$ cat src/rtl/btn_conditioner.sv
// -----------------------------------------------------------------------------
// btn_conditioner
//   Cleans up the four raw push buttons for the Simon game core. Each channel
//   is synchronised, then debounced with a per-channel stability counter.
//   The block produces debounced levels and single-cycle press/release pulses.
//   An encoder then turns presses into a single-press event or a
//   multi-press error.
//
// Ports
//   clk          game clock (25 MHz)
//   rst          synchronous active-high reset
//   btn_raw      raw asynchronous buttons, bit i = BTNi
//   btn_level    debounced level per button
//   btn_press    one-cycle pulse on a debounced 0->1 transition
//   btn_release  one-cycle pulse on a debounced 1->0 transition
//   press_valid  one-cycle pulse: exactly one clean new press
//   press_code   index of the pressed button (valid with press_valid)
//   multi_err    one-cycle pulse: simultaneous press, or press while another held
// -----------------------------------------------------------------------------
module btn_conditioner #(
  parameter int TICKS_PER_MS = 25000,
  parameter int DEBOUNCE_MS  = 10,
  parameter int SYNC_STAGES  = 2
) (
  input  logic       clk,
  input  logic       rst,
  input  logic [3:0] btn_raw,
  output logic [3:0] btn_level,
  output logic [3:0] btn_press,
  output logic [3:0] btn_release,
  output logic       press_valid,
  output logic [1:0] press_code,
  output logic       multi_err
);

  localparam int N  = TICKS_PER_MS * DEBOUNCE_MS;
  localparam int CW = $clog2(N + 1);
  localparam logic [CW-1:0] CNT_LAST = CW'(N - 1);

  // Number of set bits in a 4-bit vector.
  function automatic logic [2:0] popcount4(input logic [3:0] v);
    popcount4 = {2'b00, v[0]} + {2'b00, v[1]} + {2'b00, v[2]} + {2'b00, v[3]};
  endfunction

  // Index of the single set bit of a one-hot vector (0 otherwise).
  function automatic logic [1:0] onehot_index(input logic [3:0] v);
    case (v)
      4'b0001: onehot_index = 2'd0;
      4'b0010: onehot_index = 2'd1;
      4'b0100: onehot_index = 2'd2;
      4'b1000: onehot_index = 2'd3;
      default: onehot_index = 2'd0;
    endcase
  endfunction

  logic [3:0]    sync_r [SYNC_STAGES];
  logic [3:0]    sync_s;
  logic [CW-1:0] cnt_r [4];
  logic [CW-1:0] cnt_nxt_s [4];
  logic [3:0]    level_nxt_s;
  logic          valid_nxt_s;
  logic          err_nxt_s;
  logic [1:0]    code_nxt_s;

  assign sync_s = sync_r[SYNC_STAGES-1];

  // Synchroniser chain for the asynchronous raw inputs.
  always_ff @(posedge clk) begin
    if (rst) begin
      for (int s = 0; s < SYNC_STAGES; s++) begin
        sync_r[s] <= 4'b0000;
      end
    end else begin
      sync_r[0] <= btn_raw;
      for (int s = 1; s < SYNC_STAGES; s++) begin
        sync_r[s] <= sync_r[s-1];
      end
    end
  end

  // Debounce decision: any agreement clears the count. The level follows
  // only after N consecutive disagreeing cycles.
  always_comb begin
    level_nxt_s = btn_level;
    for (int i = 0; i < 4; i++) begin
      cnt_nxt_s[i] = cnt_r[i];
      if (sync_s[i] == btn_level[i]) begin
        cnt_nxt_s[i] = '0;
      end else if (cnt_r[i] == CNT_LAST) begin
        level_nxt_s[i] = sync_s[i];
        cnt_nxt_s[i]   = '0;
      end else begin
        cnt_nxt_s[i] = cnt_r[i] + CW'(1);
      end
    end
  end

  // Counters, debounced level and edge pulses (pulses share the level's edge).
  always_ff @(posedge clk) begin
    if (rst) begin
      for (int i = 0; i < 4; i++) begin
        cnt_r[i] <= '0;
      end
      btn_level   <= 4'b0000;
      btn_press   <= 4'b0000;
      btn_release <= 4'b0000;
    end else begin
      for (int i = 0; i < 4; i++) begin
        cnt_r[i] <= cnt_nxt_s[i];
      end
      btn_level   <= level_nxt_s;
      btn_press   <= level_nxt_s & ~btn_level;
      btn_release <= ~level_nxt_s & btn_level;
    end
  end

  // Event encoder. btn_level already includes the new press here, so any
  // other set level bit means another button is still held.
  always_comb begin
    valid_nxt_s = 1'b0;
    err_nxt_s   = 1'b0;
    code_nxt_s  = 2'd0;
    if ((popcount4(btn_press) == 3'd1) && ((btn_level & ~btn_press) == 4'b0000)) begin
      valid_nxt_s = 1'b1;
      code_nxt_s  = onehot_index(btn_press);
    end else if (btn_press != 4'b0000) begin
      err_nxt_s = 1'b1;
    end else begin
      valid_nxt_s = 1'b0;
    end
  end

  // Registered encoder outputs.
  always_ff @(posedge clk) begin
    if (rst) begin
      press_valid <= 1'b0;
      press_code  <= 2'd0;
      multi_err   <= 1'b0;
    end else begin
      press_valid <= valid_nxt_s;
      press_code  <= code_nxt_s;
      multi_err   <= err_nxt_s;
    end
  end

endmodule

$ cat config.mk
export PLATFORM = sky130hd
export DESIGN_NAME = btn_conditioner
export DESIGN_NICKNAME = d
export VERILOG_FILES = /design/src/rtl/btn_conditioner.sv
export SDC_FILE = /design/constraint.sdc
export NUM_CORES = 1
export LEC_CHECK = 0
export BUFFER_PORTS_ARGS = -buffer_cell sky130_fd_sc_hd__buf_4
export CORE_AREA = 2 2 98 100
export CTS_CLUSTER_DIAMETER = 200
export DETAILED_ROUTE_END_ITERATION = 6
export DIE_AREA = 0 0 100 102
export PLACE_DENSITY_LB_ADDON = 0.25
export SYNTH_ARGS = -nofsm -noshare
export SYNTH_HDL_FRONTEND = slang
export SYNTH_SLANG_ARGS = --single-unit
export TNS_END_PERCENT = 1
$ cat constraint.sdc
create_clock -name clk -period 2.9 [get_ports clk]
set_input_delay 0.58 -clock clk [delete_from_list [all_inputs] [get_ports clk]]
set_output_delay 0.58 -clock clk [all_outputs]
set_load 0.05 [all_outputs]
==> flow_summary.json <==
{
  "cts_resized": 0,
  "r2r_cells": 9,
  "p_leak_nw": 1.477,
  "worst-r2r-setup-slack_ns": 0.39,
  "synth_area_leaders": "dfxtp_1 (46%), xnor2_1 (8.0%), nor2_1 (6.5%)",
  "place_hpwl_mm": 5.407,
  "wl_mm": 7.610,
  "slew_headroom_pct": 57.29,
  "clock_sinks": 96,
  "synth_top_area_share_pct": 46.27,
  "antennaDiodeCount": 0,
  "status": "finished, final reports clean",
  "yosys_warnings": 0,
  "worstSkewPairLatency_ns": 0.35,
  "drv_cap": 0,
  "yosysMostFrequentCell": "dfxtp_1",
  "hold_violations": 0,
  "worstPathMaxFanout": 3,
  "cts_setup_buffers": 0,
  "fin_crit_ns": 2.506,
  "fin_crit_sh_pct": 86.40,
  "ant_nets": 0,
  "routed-via-count": 3145,
  "hp-class": "in -> reg",
  "cp_cell_sequence": "inv_1 > fa_1 > inv_1 > ha_1 > ha_1 > nand2b_1 > a221o_1 > nor4_1 > and3_1",
  "grt_first_pass_wirelength_mm": 13.48,
  "ctsHoldBuffers": 0,
  "reg2reg_to": "press_code[1]",
  "synth_fp_nets": 474,
  "pin_count": 22,
  "synth_edf_count": 0,
  "critPathMaxStageDelay_ns": 0.51,
  "avgSynthCellArea_um2": 9.050,
  "place_ws_ns": 0.4228,
  "synth.distinct_cells": 40,
  "place_inst": 581,
  "power_frac_seq_pct": 60.0,
  "intPower_mw": 1.755,
  "postSynth.asyncResetShare_pct": 0,
  "placement.io_buffers": 21,
  "cp_slowest_cell": "fa_1",
  "firstDrtPassIters": 4,
  "grt_usage_pct": 16.25,
  "p_sw_share_pct": 20.69,
  "timing.final.ws_setup_ns": 0.3944,
  "fin_tns_setup_ns": 0,
  "ctsHtreeMaxLevel": 3,
  "vias_per_cell": 5.277,
  "netlist_area_um2": 4154,
  "utilization_pct": 50.71,
  "rows": 35,
  "grt_pass1_vias": 2909,
  "clkTransAtPathRegs_ns": 0.09,
  "final_area_um2": 4619,
  "drive_above_1_share_pct": 9.485,
  "die_x_um": 100,
  "crit_path_start_kind": "flip-flop",
  "tightest_slew_ns": 0.6405,
  "die_h_um": 102,
  "max_freq_mhz": 399.1,
  "numCtsBuffers": 9,
  "r2r-start": "btn_press[1]",
  "overflow": 0,
  "cts_max_path_buffers": 2,
  "grt_start_max_net_pins": 31,
  "wire_per_inst_um": 12.77,
  "synthCells": 459,
  "hold-path-endpoint": "sync_r[0][0]",
  "criticalPathCategory": "reg -> reg",
  "worst_setup_path_end_kind": "flip-flop",
  "ys_seq_elements": 96,
  "hold_path_depth": 2,
  "start_util_pct": 45.60,
  "synth_ff_type": "dfxtp_1",
  "area.growth.synth_to_final_pct": 11.20,
  "cp.arrival_ns": 2.80,
  "core_um2": 9109,
  "drt_iter0_drc": 65,
  "p_clk_share_pct": 38.6,
  "drc": 0,
  "cts_tree": "done",
  "post_dp_cell_area_um2": 4432,
  "min-delay-start": "btn_raw[0]",
  "drv_slew": 0,
  "fin_cells": 596,
  "ys_top_cells_by_count": "dfxtp_1 (96), nor2_1 (72), xnor2_1 (38)",
  "yosysSeqAreaShare_pct": 46.27,
  "place_congestion": 0.7723,
  "required_ns": 3.20,
  "synth.largest_area_cell": "dfxtp_1",
  "antenna_found_initial": 0,
  "powerDensity_nw_per_um2": 479.0,
  "rsz0062_at_grt": "no",
  "vdd_ir_drop_max_uv": 210.7,
  "root_buffer": "clkbuf_8",
  "setup_violations": 0,
  "comb_power_share_pct": 1.4,
  "skew_ns": 0.008759,
  "die_area_um2": 10200,
  "nNetsFinal": 496,
  "p_sw_mw": 0.4578
}
## metal layers
| layer | GRT usage [%] | vias up | share of wire, % |
|---|---|---|---|
| li1 | - | 1645 | - |
| met1 | 22.78 | 1447 | 52 |
| met2 | 24.17 | 40 | 42 |
| met3 | 3.420 | 13 | 3.8 |
| met4 | 7.376 | 0 | 2.0 |
| met5 | 0 | - | 0 |
## cells by family (layout without fill, tap and decap cells)
group	count (synthesis)	count (layout)	share of synthesized area (%)
DFF	96	96	46.26
muxes	5	5	1.235
xor gates and xnor gates	58	58	12.23
and+or+nand+nor	239	239	30.78
adders and majority gates	9	9	2.892
AOI/OAI and AO/OA	25	25	4.066
buffers and inverters	27	53	2.530
## metrics by stage
step / total power [mW] / hold WS (ns)
finish: 2.213 / 0.4303
detailed placement: 1.390 / 0.4290
CTS: 2.238 / 0.4180
global placement: 1.389 / 0.4264
global route: 2.292 / 0.4330
floorplan: 1.378 / 0.4138
## registers in the layout (all words and copies together), names as in the netlist
register,count
btn_release,4
press_valid,1
sync_r,8
press_code,2
multi_err,1
btn_level,4
btn_press,4
cnt_r,72
## power groups by stage
stage | Clock, mW | Combinational, mW | Sequential (mW)
after floorplan | 0 | 0.0204 | 1.36
after global placement | 0 | 0.0307 | 1.36
after detailed placement | 0 | 0.0309 | 1.36
after CTS | 0.879 | 0.0310 | 1.33
after global routing | 0.928 | 0.0352 | 1.33
final | 0.855 | 0.0304 | 1.33
## layout make-up
cell class,instances,area (um^2)
Fill cell,891,4489
Multi-Input combinational cell,336,2135
Sequential cell,96,1922
Timing Repair Buffer,25,187.7
Clock buffer,12,145.1
Tap cell,111,138.9
Inverter,13,48.80
Clock inverter,3,42.54
## placed cells by master (no fill, tap or decap), types with 2 or more instances in the layout
cell	n
a21oi_1	11
and2_1	3
and3_1	10
and4_1	6
buf_4	25
clkbuf_1	2
clkbuf_8	10
dfxtp_1	96
ha_1	8
inv_1	13
mux2i_1	4
nand2_1	18
nand2b_1	17
nand3_1	23
nand4_1	22
nor2_1	72
nor2b_1	9
nor3_1	19
nor4_1	18
nor4b_1	5
o21ai_0	3
o31ai_1	2
o41ai_1	2
o41ai_2	2
or3_1	2
or4_1	7
or4b_1	2
or4b_2	2
xnor2_1	38
xor2_1	20
## critical path: cells and delay by family (launching register included)
family                   cells  cell delay, ns
buffers and inverters        2            0.14
AO/OA/AOI/OAI                1            0.28
flip-flops                   1            0.38
adder cells (fa/ha/maj)      3            0.94
AND/OR/NAND/NOR              3            0.70
## how the worst max path moves through the flow
stage,start,slack [ns],endpoint,cells past startpoint
6_report,btn_press[1],0.39,press_code[1],9
5_1_grt,btn_press[1],0.23,press_code[0],9
4_1_cts,btn_press[1],0.39,press_code[0],9
3_5_place_dp,btn_press[1],0.42,press_code[0],9
3_3_place_gp,btn_press[3],0.51,press_code[0],9
2_1_floorplan,btn_press[0],0.18,press_code[0],9
No activity file was read; power rests on OpenSTA's default activity.
